## src/rtl/dmi_sba_responder_if.sv

```systemverilog
// rtl/dmi_sba_responder_if.sv - DMI request/response and SBA bus master signal bundle
interface dmi_sba_responder_if #(
    parameter int unsigned BusAw = 32
) ();
    logic             dmi_req_valid_i;
    logic             dmi_req_ready_o;
    logic [6:0]       dmi_req_addr_i;
    logic [1:0]       dmi_req_op_i;
    logic [31:0]      dmi_req_data_i;
    logic             dmi_resp_valid_o;
    logic             dmi_resp_ready_i;
    logic [31:0]      dmi_resp_data_o;
    logic [1:0]       dmi_resp_resp_o;
    logic             bus_req_o;
    logic             bus_gnt_i;
    logic             bus_we_o;
    logic [BusAw-1:0] bus_addr_o;
    logic [31:0]      bus_wdata_o;
    logic [3:0]       bus_be_o;
    logic             bus_rvalid_i;
    logic [31:0]      bus_rdata_i;
    logic             bus_err_i;

    // The responder: DMI target on one side, bus initiator on the other
    modport slave (
        input  dmi_req_valid_i, dmi_req_addr_i, dmi_req_op_i, dmi_req_data_i, dmi_resp_ready_i,
        input  bus_gnt_i, bus_rvalid_i, bus_rdata_i, bus_err_i,
        output dmi_req_ready_o, dmi_resp_valid_o, dmi_resp_data_o, dmi_resp_resp_o,
        output bus_req_o, bus_we_o, bus_addr_o, bus_wdata_o, bus_be_o
    );

    modport master (
        output dmi_req_valid_i, dmi_req_addr_i, dmi_req_op_i, dmi_req_data_i, dmi_resp_ready_i,
        output bus_gnt_i, bus_rvalid_i, bus_rdata_i, bus_err_i,
        input  dmi_req_ready_o, dmi_resp_valid_o, dmi_resp_data_o, dmi_resp_resp_o,
        input  bus_req_o, bus_we_o, bus_addr_o, bus_wdata_o, bus_be_o
    );
endinterface

```

## src/rtl/dmi_sba_responder.sv

```systemverilog
// rtl/dmi_sba_responder.sv - DMI system-bus-access responder (SBCS/SBAddress0/SBData0 to req/gnt/rvalid bus)
// Optional bus watchdog enabled by defining SBA_TIMEOUT_EN.
module dmi_sba_responder #(
    parameter int unsigned BusAw         = 32,
    parameter int unsigned TimeoutCycles = 256
) (
    input logic                clk_i,
    input logic                rst_ni,
    dmi_sba_responder_if.slave sba
);
    localparam logic [6:0] AddrSbcs    = 7'h38;
    localparam logic [6:0] AddrSbAddr0 = 7'h39;
    localparam logic [6:0] AddrSbData0 = 7'h3C;

    typedef enum logic [1:0] {StIdle, StReq, StWait} state_e;

    state_e           state_q;
    logic             resp_valid_q;
    logic [31:0]      resp_data_q;
    logic [31:0]      sbaddr_q;
    logic [31:0]      sbdata_q;
    logic             sbbusyerror_q;
    logic             sbreadonaddr_q;
    logic             sbautoinc_q;
    logic             sbreadondata_q;
    logic [2:0]       sbaccess_q;
    logic [2:0]       sberror_q;
    logic             bus_req_q;
    logic             bus_we_q;
    logic [BusAw-1:0] bus_addr_q;
    logic [31:0]      bus_wdata_q;

    logic        sbbusy, dmi_fire, is_rd, is_wr;
    logic        wr_sbcs, wr_addr0, wr_data0, rd_data0;
    logic        busy_viol, can_start, trig_rd, trig_wr, tmo_hit;
    logic [31:0] trig_addr, sbcs_rd, rd_data_d;

`ifdef SBA_TIMEOUT_EN
    logic [31:0] tmo_q;
`else
    logic unused_timeout;
    assign unused_timeout = ^TimeoutCycles;
`endif

    always_comb begin
        sbbusy    = (state_q != StIdle);
        dmi_fire  = sba.dmi_req_valid_i && !resp_valid_q;
        is_rd     = dmi_fire && (sba.dmi_req_op_i == 2'd1);
        is_wr     = dmi_fire && (sba.dmi_req_op_i == 2'd2);
        wr_sbcs   = is_wr && (sba.dmi_req_addr_i == AddrSbcs);
        wr_addr0  = is_wr && (sba.dmi_req_addr_i == AddrSbAddr0);
        wr_data0  = is_wr && (sba.dmi_req_addr_i == AddrSbData0);
        rd_data0  = is_rd && (sba.dmi_req_addr_i == AddrSbData0);
        busy_viol = sbbusy && (wr_addr0 || wr_data0 || rd_data0);
        // Sticky errors block new accesses until the debugger clears them
        can_start = !sbbusy && !sbbusyerror_q && (sberror_q == 3'd0);
        trig_rd   = can_start && ((wr_addr0 && sbreadonaddr_q) || (rd_data0 && sbreadondata_q));
        trig_wr   = can_start && wr_data0;
        trig_addr = wr_addr0 ? sba.dmi_req_data_i : sbaddr_q;
`ifdef SBA_TIMEOUT_EN
        tmo_hit   = sbbusy && (tmo_q == TimeoutCycles - 1);
`else
        tmo_hit   = 1'b0;
`endif
        sbcs_rd   = {3'd1, 6'd0, sbbusyerror_q, sbbusy, sbreadonaddr_q, sbaccess_q,
                     sbautoinc_q, sbreadondata_q, sberror_q, 7'd32, 2'd0, 1'b1, 2'd0};
        rd_data_d = '0;
        if (is_rd) begin
            case (sba.dmi_req_addr_i)
                AddrSbcs:    rd_data_d = sbcs_rd;
                AddrSbAddr0: rd_data_d = sbaddr_q;
                AddrSbData0: rd_data_d = sbdata_q;
                default:     rd_data_d = '0;
            endcase
        end
    end

    always_ff @(posedge clk_i or negedge rst_ni) begin
        if (!rst_ni) begin
            state_q        <= StIdle;
            resp_valid_q   <= 1'b0;
            resp_data_q    <= '0;
            sbaddr_q       <= '0;
            sbdata_q       <= '0;
            sbbusyerror_q  <= 1'b0;
            sbreadonaddr_q <= 1'b0;
            sbautoinc_q    <= 1'b0;
            sbreadondata_q <= 1'b0;
            sbaccess_q     <= '0;
            sberror_q      <= '0;
            bus_req_q      <= 1'b0;
            bus_we_q       <= 1'b0;
            bus_addr_q     <= '0;
            bus_wdata_q    <= '0;
`ifdef SBA_TIMEOUT_EN
            tmo_q          <= '0;
`endif
        end else begin
            if (resp_valid_q && sba.dmi_resp_ready_i) resp_valid_q <= 1'b0;
            if (dmi_fire) begin
                resp_valid_q <= 1'b1;
                resp_data_q  <= rd_data_d;
            end
            if (busy_viol) sbbusyerror_q <= 1'b1;
            if (wr_sbcs) begin
                if (sba.dmi_req_data_i[22]) sbbusyerror_q <= 1'b0;
                sbreadonaddr_q <= sba.dmi_req_data_i[20];
                sbaccess_q     <= sba.dmi_req_data_i[19:17];
                sbautoinc_q    <= sba.dmi_req_data_i[16];
                sbreadondata_q <= sba.dmi_req_data_i[15];
                sberror_q      <= sberror_q & ~sba.dmi_req_data_i[14:12];
            end
            if (wr_addr0 && !sbbusy) sbaddr_q <= sba.dmi_req_data_i;
            if (wr_data0 && !sbbusy) sbdata_q <= sba.dmi_req_data_i;
`ifdef SBA_TIMEOUT_EN
            if (sbbusy) tmo_q <= tmo_q + 32'd1;
`endif

            if (tmo_hit) begin
                state_q   <= StIdle;
                bus_req_q <= 1'b0;
                sberror_q <= 3'd1;
            end else begin
                case (state_q)
                    StIdle: begin
                        if (trig_rd || trig_wr) begin
                            if (sbaccess_q != 3'd2) begin
                                sberror_q <= 3'd4;
                            end else begin
                                state_q     <= StReq;
                                bus_req_q   <= 1'b1;
                                bus_we_q    <= trig_wr;
                                bus_addr_q  <= {trig_addr[31:2], 2'b00};
                                bus_wdata_q <= sba.dmi_req_data_i;
`ifdef SBA_TIMEOUT_EN
                                tmo_q       <= '0;
`endif
                            end
                        end
                    end
                    StReq: begin
                        if (sba.bus_gnt_i) begin
                            bus_req_q <= 1'b0;
                            state_q   <= StWait;
                        end
                    end
                    StWait: begin
                        if (sba.bus_rvalid_i) begin
                            if (sba.bus_err_i) begin
                                sberror_q <= 3'd2;
                            end else begin
                                if (!bus_we_q) sbdata_q <= sba.bus_rdata_i;
                                if (sbautoinc_q) sbaddr_q <= sbaddr_q + 32'd4;
                            end
                            state_q <= StIdle;
                        end
                    end
                    default: state_q <= StIdle;
                endcase
            end
        end
    end

    assign sba.dmi_req_ready_o  = !resp_valid_q;
    assign sba.dmi_resp_valid_o = resp_valid_q;
    assign sba.dmi_resp_data_o  = resp_data_q;
    assign sba.dmi_resp_resp_o  = 2'd0;
    assign sba.bus_req_o        = bus_req_q;
    assign sba.bus_we_o         = bus_we_q;
    assign sba.bus_addr_o       = bus_addr_q;
    assign sba.bus_wdata_o      = bus_wdata_q;
    assign sba.bus_be_o         = 4'hF;
endmodule

```

## src/flat_wrapper.sv

```systemverilog
// flat-port wrapper written by rule: the top's interface ports become plain ports
module dmi_sba_responder_flat 
#(
    parameter int unsigned BusAw         = 32,
    parameter int unsigned TimeoutCycles = 256
)
  (clk_i, rst_ni, sba_dmi_req_valid_i, sba_dmi_req_addr_i, sba_dmi_req_op_i, sba_dmi_req_data_i, sba_dmi_resp_ready_i, sba_bus_gnt_i, sba_bus_rvalid_i, sba_bus_rdata_i, sba_bus_err_i, sba_dmi_req_ready_o, sba_dmi_resp_valid_o, sba_dmi_resp_data_o, sba_dmi_resp_resp_o, sba_bus_req_o, sba_bus_we_o, sba_bus_addr_o, sba_bus_wdata_o, sba_bus_be_o);
  dmi_sba_responder_if #(.BusAw(BusAw)) sba_i ();
  input logic clk_i;
  input logic rst_ni;
  input wire logic [$bits(sba_i.dmi_req_valid_i)-1:0] sba_dmi_req_valid_i;
  input wire logic [$bits(sba_i.dmi_req_addr_i)-1:0] sba_dmi_req_addr_i;
  input wire logic [$bits(sba_i.dmi_req_op_i)-1:0] sba_dmi_req_op_i;
  input wire logic [$bits(sba_i.dmi_req_data_i)-1:0] sba_dmi_req_data_i;
  input wire logic [$bits(sba_i.dmi_resp_ready_i)-1:0] sba_dmi_resp_ready_i;
  input wire logic [$bits(sba_i.bus_gnt_i)-1:0] sba_bus_gnt_i;
  input wire logic [$bits(sba_i.bus_rvalid_i)-1:0] sba_bus_rvalid_i;
  input wire logic [$bits(sba_i.bus_rdata_i)-1:0] sba_bus_rdata_i;
  input wire logic [$bits(sba_i.bus_err_i)-1:0] sba_bus_err_i;
  output wire logic [$bits(sba_i.dmi_req_ready_o)-1:0] sba_dmi_req_ready_o;
  output wire logic [$bits(sba_i.dmi_resp_valid_o)-1:0] sba_dmi_resp_valid_o;
  output wire logic [$bits(sba_i.dmi_resp_data_o)-1:0] sba_dmi_resp_data_o;
  output wire logic [$bits(sba_i.dmi_resp_resp_o)-1:0] sba_dmi_resp_resp_o;
  output wire logic [$bits(sba_i.bus_req_o)-1:0] sba_bus_req_o;
  output wire logic [$bits(sba_i.bus_we_o)-1:0] sba_bus_we_o;
  output wire logic [$bits(sba_i.bus_addr_o)-1:0] sba_bus_addr_o;
  output wire logic [$bits(sba_i.bus_wdata_o)-1:0] sba_bus_wdata_o;
  output wire logic [$bits(sba_i.bus_be_o)-1:0] sba_bus_be_o;
  assign sba_i.dmi_req_valid_i = sba_dmi_req_valid_i;
  assign sba_i.dmi_req_addr_i = sba_dmi_req_addr_i;
  assign sba_i.dmi_req_op_i = sba_dmi_req_op_i;
  assign sba_i.dmi_req_data_i = sba_dmi_req_data_i;
  assign sba_i.dmi_resp_ready_i = sba_dmi_resp_ready_i;
  assign sba_i.bus_gnt_i = sba_bus_gnt_i;
  assign sba_i.bus_rvalid_i = sba_bus_rvalid_i;
  assign sba_i.bus_rdata_i = sba_bus_rdata_i;
  assign sba_i.bus_err_i = sba_bus_err_i;
  assign sba_dmi_req_ready_o = sba_i.dmi_req_ready_o;
  assign sba_dmi_resp_valid_o = sba_i.dmi_resp_valid_o;
  assign sba_dmi_resp_data_o = sba_i.dmi_resp_data_o;
  assign sba_dmi_resp_resp_o = sba_i.dmi_resp_resp_o;
  assign sba_bus_req_o = sba_i.bus_req_o;
  assign sba_bus_we_o = sba_i.bus_we_o;
  assign sba_bus_addr_o = sba_i.bus_addr_o;
  assign sba_bus_wdata_o = sba_i.bus_wdata_o;
  assign sba_bus_be_o = sba_i.bus_be_o;
  dmi_sba_responder #(.BusAw(BusAw), .TimeoutCycles(TimeoutCycles)) u_core (.clk_i(clk_i), .rst_ni(rst_ni), .sba(sba_i));
endmodule
```

## config.mk

```make
export PLATFORM = sky130hd
export DESIGN_NAME = dmi_sba_responder_flat
export DESIGN_NICKNAME = d
export VERILOG_FILES = /design/src/rtl/dmi_sba_responder_if.sv /design/src/rtl/dmi_sba_responder.sv /design/src/flat_wrapper.sv
export SDC_FILE = /design/constraint.sdc
export NUM_CORES = 1
export LEC_CHECK = 0
export CORE_MARGIN = 1.5
export CORE_UTILIZATION = 45
export DETAILED_ROUTE_END_ITERATION = 10
export PLACE_DENSITY = 0.85
export SLEW_MARGIN = 20
export SYNTH_ARGS = -nofsm -noshare
export SYNTH_HDL_FRONTEND = slang
export SYNTH_SLANG_ARGS = --single-unit
```

## constraint.sdc

```tcl
create_clock -name clk_i -period 2.1 [get_ports clk_i]
set_clock_uncertainty 0.05 [all_clocks]
set_input_delay 0.42 -clock clk_i [delete_from_list [all_inputs] [get_ports clk_i]]
set_output_delay 0.42 -clock clk_i [all_outputs]
set_load 0.005 [all_outputs]
```

; Word level (Yosys, flattened, before mapping)
; Cells that the tools add are included.
[op_classes]
eq_ne = 12
n_bitwise = 3
reduce_logical = 32
n_mux = 33
addsub = 1
[ops]
columns = operator, count
row1 = 2-to-1 mux 32 bit, 12
row2 = case mux 32 bit (3 select lines), 1
row3 = adder 32 x 3 -> 32 bit (second input constant), 1
row4 = == test 7 x 6 -> 1 bit (second input constant), 3
row5 = logical AND 1 bit, 17
row6 = 2-to-1 mux 3 bit, 5
row7 = 2-to-1 mux 1 bit, 8
row8 = 2-to-1 mux 2 bit, 4
row9 = AND reduction 4 bit, 2
row10 = != test 2 bit (second input constant), 3
row11 = case mux 2 bit (3 select lines), 1
row12 = case mux 3 bit (2 select lines), 1
row13 = nonzero test 2 bit, 3
row14 = == test 2 x 1 -> 1 bit (second input constant), 2
row15 = == test 2 bit (second input constant), 2
row16 = logical OR 1 bit, 4
row17 = bitwise AND 3 bit, 1
row18 = zero test 1 bit, 3
row19 = zero test 3 bit, 1
row20 = != test 3 x 2 -> 1 bit (second input constant), 1
row21 = inverter 3 bit, 1
row22 = AND reduction 3 bit, 1
row23 = zero test 2 bit, 1
row24 = != test 2 x 1 -> 1 bit (second input constant), 1
row25 = 2 further kinds, 2
[totals]
output_inout_bits = 106
word_cells = 96
regBits = 173
input_bits = 80

; Longest topological paths before layout
[logic_depth]
ltp_word = 10
mapped_depth = 8
ltp_nobuf = 6

; Worst setup path after synthesis
; OpenSTA, ideal clock, no wires.
[synth_path]
path_kind = input to register
start = input port sba_dmi_req_addr_i[6]
end = register u_core.sbaccess_q[0]
required_time_ps = 1925
n_path_buf = 0
path_slack_ps = 78
path_stages = 4
setup_ps = 125
arrival_time_ps = 1847
cell_sequence = and4bb_2 > nand2_1 > nor4b_2 > mux2_2
[synth_between]
elab_chain_len = 2
[synth_lines]
columns = item, line
row1 = from (decl), flat_wrapper.sv:12  ; input wire logic [$bits(sba_i.dmi_req_addr_i)-1:0] sba_dmi_req_addr_i;
row2 = == test 7 x 6 -> 1 bit, dmi_sba_responder.sv:50  ; wr_sbcs = is_wr && (sba.dmi_req_addr_i == AddrSbcs);
row3 = logical AND 1 bit, dmi_sba_responder.sv:50
row4 = to (signal assigned), dmi_sba_responder.sv:108  ; sbaccess_q <= sba.dmi_req_data_i[19:17];
row5 = to (decl), dmi_sba_responder.sv:26  ; logic [2:0] sbaccess_q;
; No other way between the ends.
; A chain may end at the register's enable or synchronous reset.

; Worst setup path in the final report
[layout_path]
start = register u_core.sbaddr_q[16]
end = register u_core.sbaddr_q[29]
[layout_between]
elab_chain_len = 5
[layout_lines]
columns = item, line
row1 = from (decl), dmi_sba_responder.sv:20  ; logic [31:0] sbaddr_q;
row2 = from (signal assigned), dmi_sba_responder.sv:113  ; if (wr_addr0 && !sbbusy) sbaddr_q <= sba.dmi_req_data_i;
row3 = from (signal assigned), dmi_sba_responder.sv:153  ; if (sbautoinc_q) sbaddr_q <= sbaddr_q + 32'd4;
row4 = adder 32 x 3 -> 32 bit, dmi_sba_responder.sv:153
row5 = 2-to-1 mux 32 bit, dmi_sba_responder.sv:153
row6 = 2-to-1 mux 32 bit, dmi_sba_responder.sv:149  ; if (sba.bus_err_i) begin
row7 = 2-to-1 mux 32 bit, dmi_sba_responder.sv:148  ; if (sba.bus_rvalid_i) begin
row8 = 2-to-1 mux 32 bit, dmi_sba_responder.sv:124  ; case (state_q)
; No other way between the ends.

==> flow_summary.toml <==
[run_status]
outcome = "complete, no violations"

[global_route]
globalRoute.totalOverflow = 0
busiest_layer = "met2"
grt_antenna_before_repair = 0
grt_start_max_net_pins = 57
gr-usage-all-layers_pct = 26.1
first_global_vias = 7353
globalRouteMet1Util_pct = 35.2
first_pass_grt_wire_length_um = 39700
globalRouteMet2Util_pct = 41.5
gr-usage-met3_pct = 5.63

[place]
dpl-instance-area_um2 = 10900
detailed_place_hpwl_um = 18000
routabilityCongestion = 0.915
portBuffers = 177
place_worst_setup_slack_ns = -0.408

[sta]
report.final.setup_viol = 0
final_period_minus_worst_setup_slack_ns = 2.02
slew_violations = 0
finalCritPeriodShare_pct = 96.3
setup-tns-final_ns = 0
worst_slack_ns = 0.0783
final_hold_violation_count = 0
timing.fmax_ghz = 0.495

[critical_path]
path_delay_family = "simple AND/OR/NAND/NOR gates"
critPathCaptureType = "flop"
cell_chain_critical_path = "and3_1 > nand3_1 > or3_4 > or3_1 > o221a_1"
setup.worst_path.class = "reg -> reg"
worst_path_max_delay_cell = "dfrtp_1"
critPathBufInv = 0
worstReg2RegStart = "u_core.sbaddr_q[16]"
worstReg2RegEnd = "u_core.sbaddr_q[29]"
startpoint = "u_core.sbaddr_q[16]"
worst-r2r-setup-slack_ns = 0.08
worstPathMaxFanout = 6
cp.required_ns = 2.37
data_arrival_time_of_the_critical_path_ns = 2.30
worst-path-stages = 5
cpPeakStageDelay_ns = 0.44
worst_r2r_path_cells = 5
worstSetupStartpointType = "flop"

[route]
drc = 0
vias = 7394
drtAntennaViolNets = 0
wl_per_cell_um = 19.2
drt_wl_total_um = 24900
avgViaCountPerCell = 5.70
initialDrtViolationCount = 675
drt_pre_antenna_iters = 6

[yosys]
synth_top_area_cell = "dfrtp_1"
yosysWarningCount = 0
netlist.area_leader.share_pct = 52.4
synth_top_cells_by_area = "dfrtp_1, mux2i_1, a21oi_1"
post_synth_inst_count = 814
post-synth-top-count-cell = "dfrtp_1"
synthDistinctLibCells = 55
syn_area_um2 = 8270
postSynth.asyncResetShare_pct = 100
ys_dominant_reg_cell = "dfrtp_1"
synth-seq-area-share_pct = 52.4
synth_area_per_cell_um2 = 10.2
synth_common_cells = "dfrtp_1, nor2_1, a21oi_1"
edff_count_synth = 0
synth_seq_cells = 173

[clocking]
clockRootBuffer = "clkbuf_16"
cts_max_path_buffers = 2
cts.sink_count = 173
htreeDepth = 4
clkTransAtPathRegs_ns = 0.07
cts_tree = "done"
tritoncts.num_buffers = 17
worst_skew_pair.late_latency_ns = 0.45

[power]
power.density_cell_area_nw_per_um2 = 614
power.ir.vdd_worst_uv = 582
switching_power_uw = 1700
power_frac_seq_pct = 47.9
power.share.combinational_pct = 6.9
clockPowerShare_pct = 45.2
p_leak_uw = 0.00562
power.switching_fraction_pct = 23.9
internal_power_uw = 5410

[floorplan]
floorplan.die_area_um2 = 19200
die_width_um = 139
coreArea_um2 = 18000
initial_core_util_pct = 46.0
dieHeight_um = 139
count_of_boundary_i_o_pins = 186
row_count = 49

[hold_path]
worst_hold_path_type = "in -> async"

[cells_and_area]
nFillCells = 1391
layout.area.seq_um2 = 4330
post_route_cells_drive_above_1_share_pct = 17.7
combined_area_of_the_multi_input_logic_cells_um2 = 3700
synthToLayoutAreaGrowth_pct = 39.9
layout.cell_area.non_filler_um2 = 11600
nets = 1136
ant_diodes = 0

[run]
max_cap_violations = 0
==> metal layers <==
layer  vias up  share of wire (%)  routed length (um)
met5         -                  0                   0
met3        41                7.7                1910
met2       345                 47               11800
met1      3606                 42               10600
li1       3402                  -                   -
met4         0                2.4                 599
==> how the worst max path moves through the flow <==
stage | end | slack (ns)
2_1_floorplan | u_core.sbaccess_q[0] | 0.08
3_3_place_gp | u_core.sba.bus_wdata_o[25] | -0.37
3_5_place_dp | u_core.sba.bus_wdata_o[25] | -0.41
4_1_cts | u_core.sba.bus_wdata_o[25] | 0.04
5_1_grt | u_core.sbdata_q[17] | -0.00002
6_report | u_core.sbaddr_q[29] | 0.08
==> area by class of cell <==
class	count	area share [%]
timing repair buffer	275	22.8
tap	229	2.48
inverter	7	0.227
multi-input combinational	581	32.0
clock buffer	18	3.80
clock inverter	14	1.34
sequential	173	37.4
==> power groups by stage <==
stage	Combinational, uW	Clock (uW)	Sequential (uW)
3_5_place_dp	480	0	3460
6_report	489	3220	3400
2_1_floorplan	136	0	3460
4_1_cts	484	3240	3400
5_1_grt	531	3370	3410
3_3_place_gp	474	0	3460
==> cell families (layout without fill, tap and decap cells) <==
group | after synthesis | count (layout) | synth area share [%]
AO/OA/AOI/OAI | 202 | 202 | 14.6
XOR/XNOR | 1 | 1 | 0.106
adder cells (fa/ha/maj) | 1 | 1 | 0.151
buffers and inverters | 66 | 314 | 3.71
flip-flops | 173 | 173 | 52.4
multiplexers | 110 | 110 | 13.9
other | 2 | 8 | 0.0908
AND/OR/NAND/NOR | 259 | 259 | 15.1
==> layout by cell type (no fill, tap or decap), types with 3 or more instances in the layout <==
cell / synthesis / final
conb_1: 2 / 8
a311oi_1: 5 / 4
and3_1: 9 / 9
buf_4: 10 / 87
buf_12: 0 / 10
and4bb_2: 3 / 3
a211oi_1: 14 / 13
mux2i_1: 72 / 72
nor3_1: 9 / 8
and2_1: 8 / 8
mux2_2: 38 / 38
a21o_1: 3 / 3
clkbuf_16: 0 / 17
nand3_1: 11 / 10
clkdlybuf4s50_1: 0 / 176
nand2_1: 64 / 63
o22ai_1: 4 / 4
a21oi_1: 95 / 95
dfrtp_1: 173 / 173
nand2b_1: 9 / 9
nand4_1: 6 / 6
inv_6: 0 / 6
inv_1: 7 / 7
a22oi_1: 19 / 19
a221o_1: 3 / 3
and4_1: 10 / 10
nor4_1: 5 / 5
o21ai_0: 42 / 42
nor2_1: 110 / 109
==> worst reg2reg max path, cell delays in order (launching register included) <==
cell and delay [ns]:
dfrtp_1 0.44, and3_1 0.27, nand3_1 0.16, or3_4 0.43, or3_1 0.33, o221a_1 0.23
==> stage by stage <==
step,instances,utilization [%],hold WS (ns),power (uW)
final,1297,64.4,0.394,7110
after global routing,1297,64.4,0.427,7310
after CTS,1295,64.2,0.400,7120
after detailed placement,1262,60.8,0.294,3950
after global placement,1262,60.8,0.302,3940
after floorplan,820,-,0.0744,3590
==> state kept, by name, summed over array words and instances, names as in the netlist <==
name / cells
u_core.sbautoinc_q: 1
u_core.sbreadondata_q: 1
u_core.sba.bus_addr_o: 30
u_core.sbbusyerror_q: 1
u_core.sba.dmi_resp_data_o: 32
u_core.sbaccess_q: 3
u_core.sba.bus_we_o: 1
u_core.sba.bus_req_o: 1
u_core.sbreadonaddr_q: 1
u_core.sbdata_q: 32
u_core.sberror_q: 3
u_core.sba.dmi_resp_valid_o: 1
u_core.sbaddr_q: 32
u_core.sba.bus_wdata_o: 32
u_core.state_q: 2
==> what timing repair did <==
item                                    CTS  global route
setup buffers                             0             2
resized for setup                         0             6
endpoints found under the hold margin    34             0
endpoints found under the setup margin    0            84
hold buffers                              1             0
No activity file was read; power rests on OpenSTA's default activity.
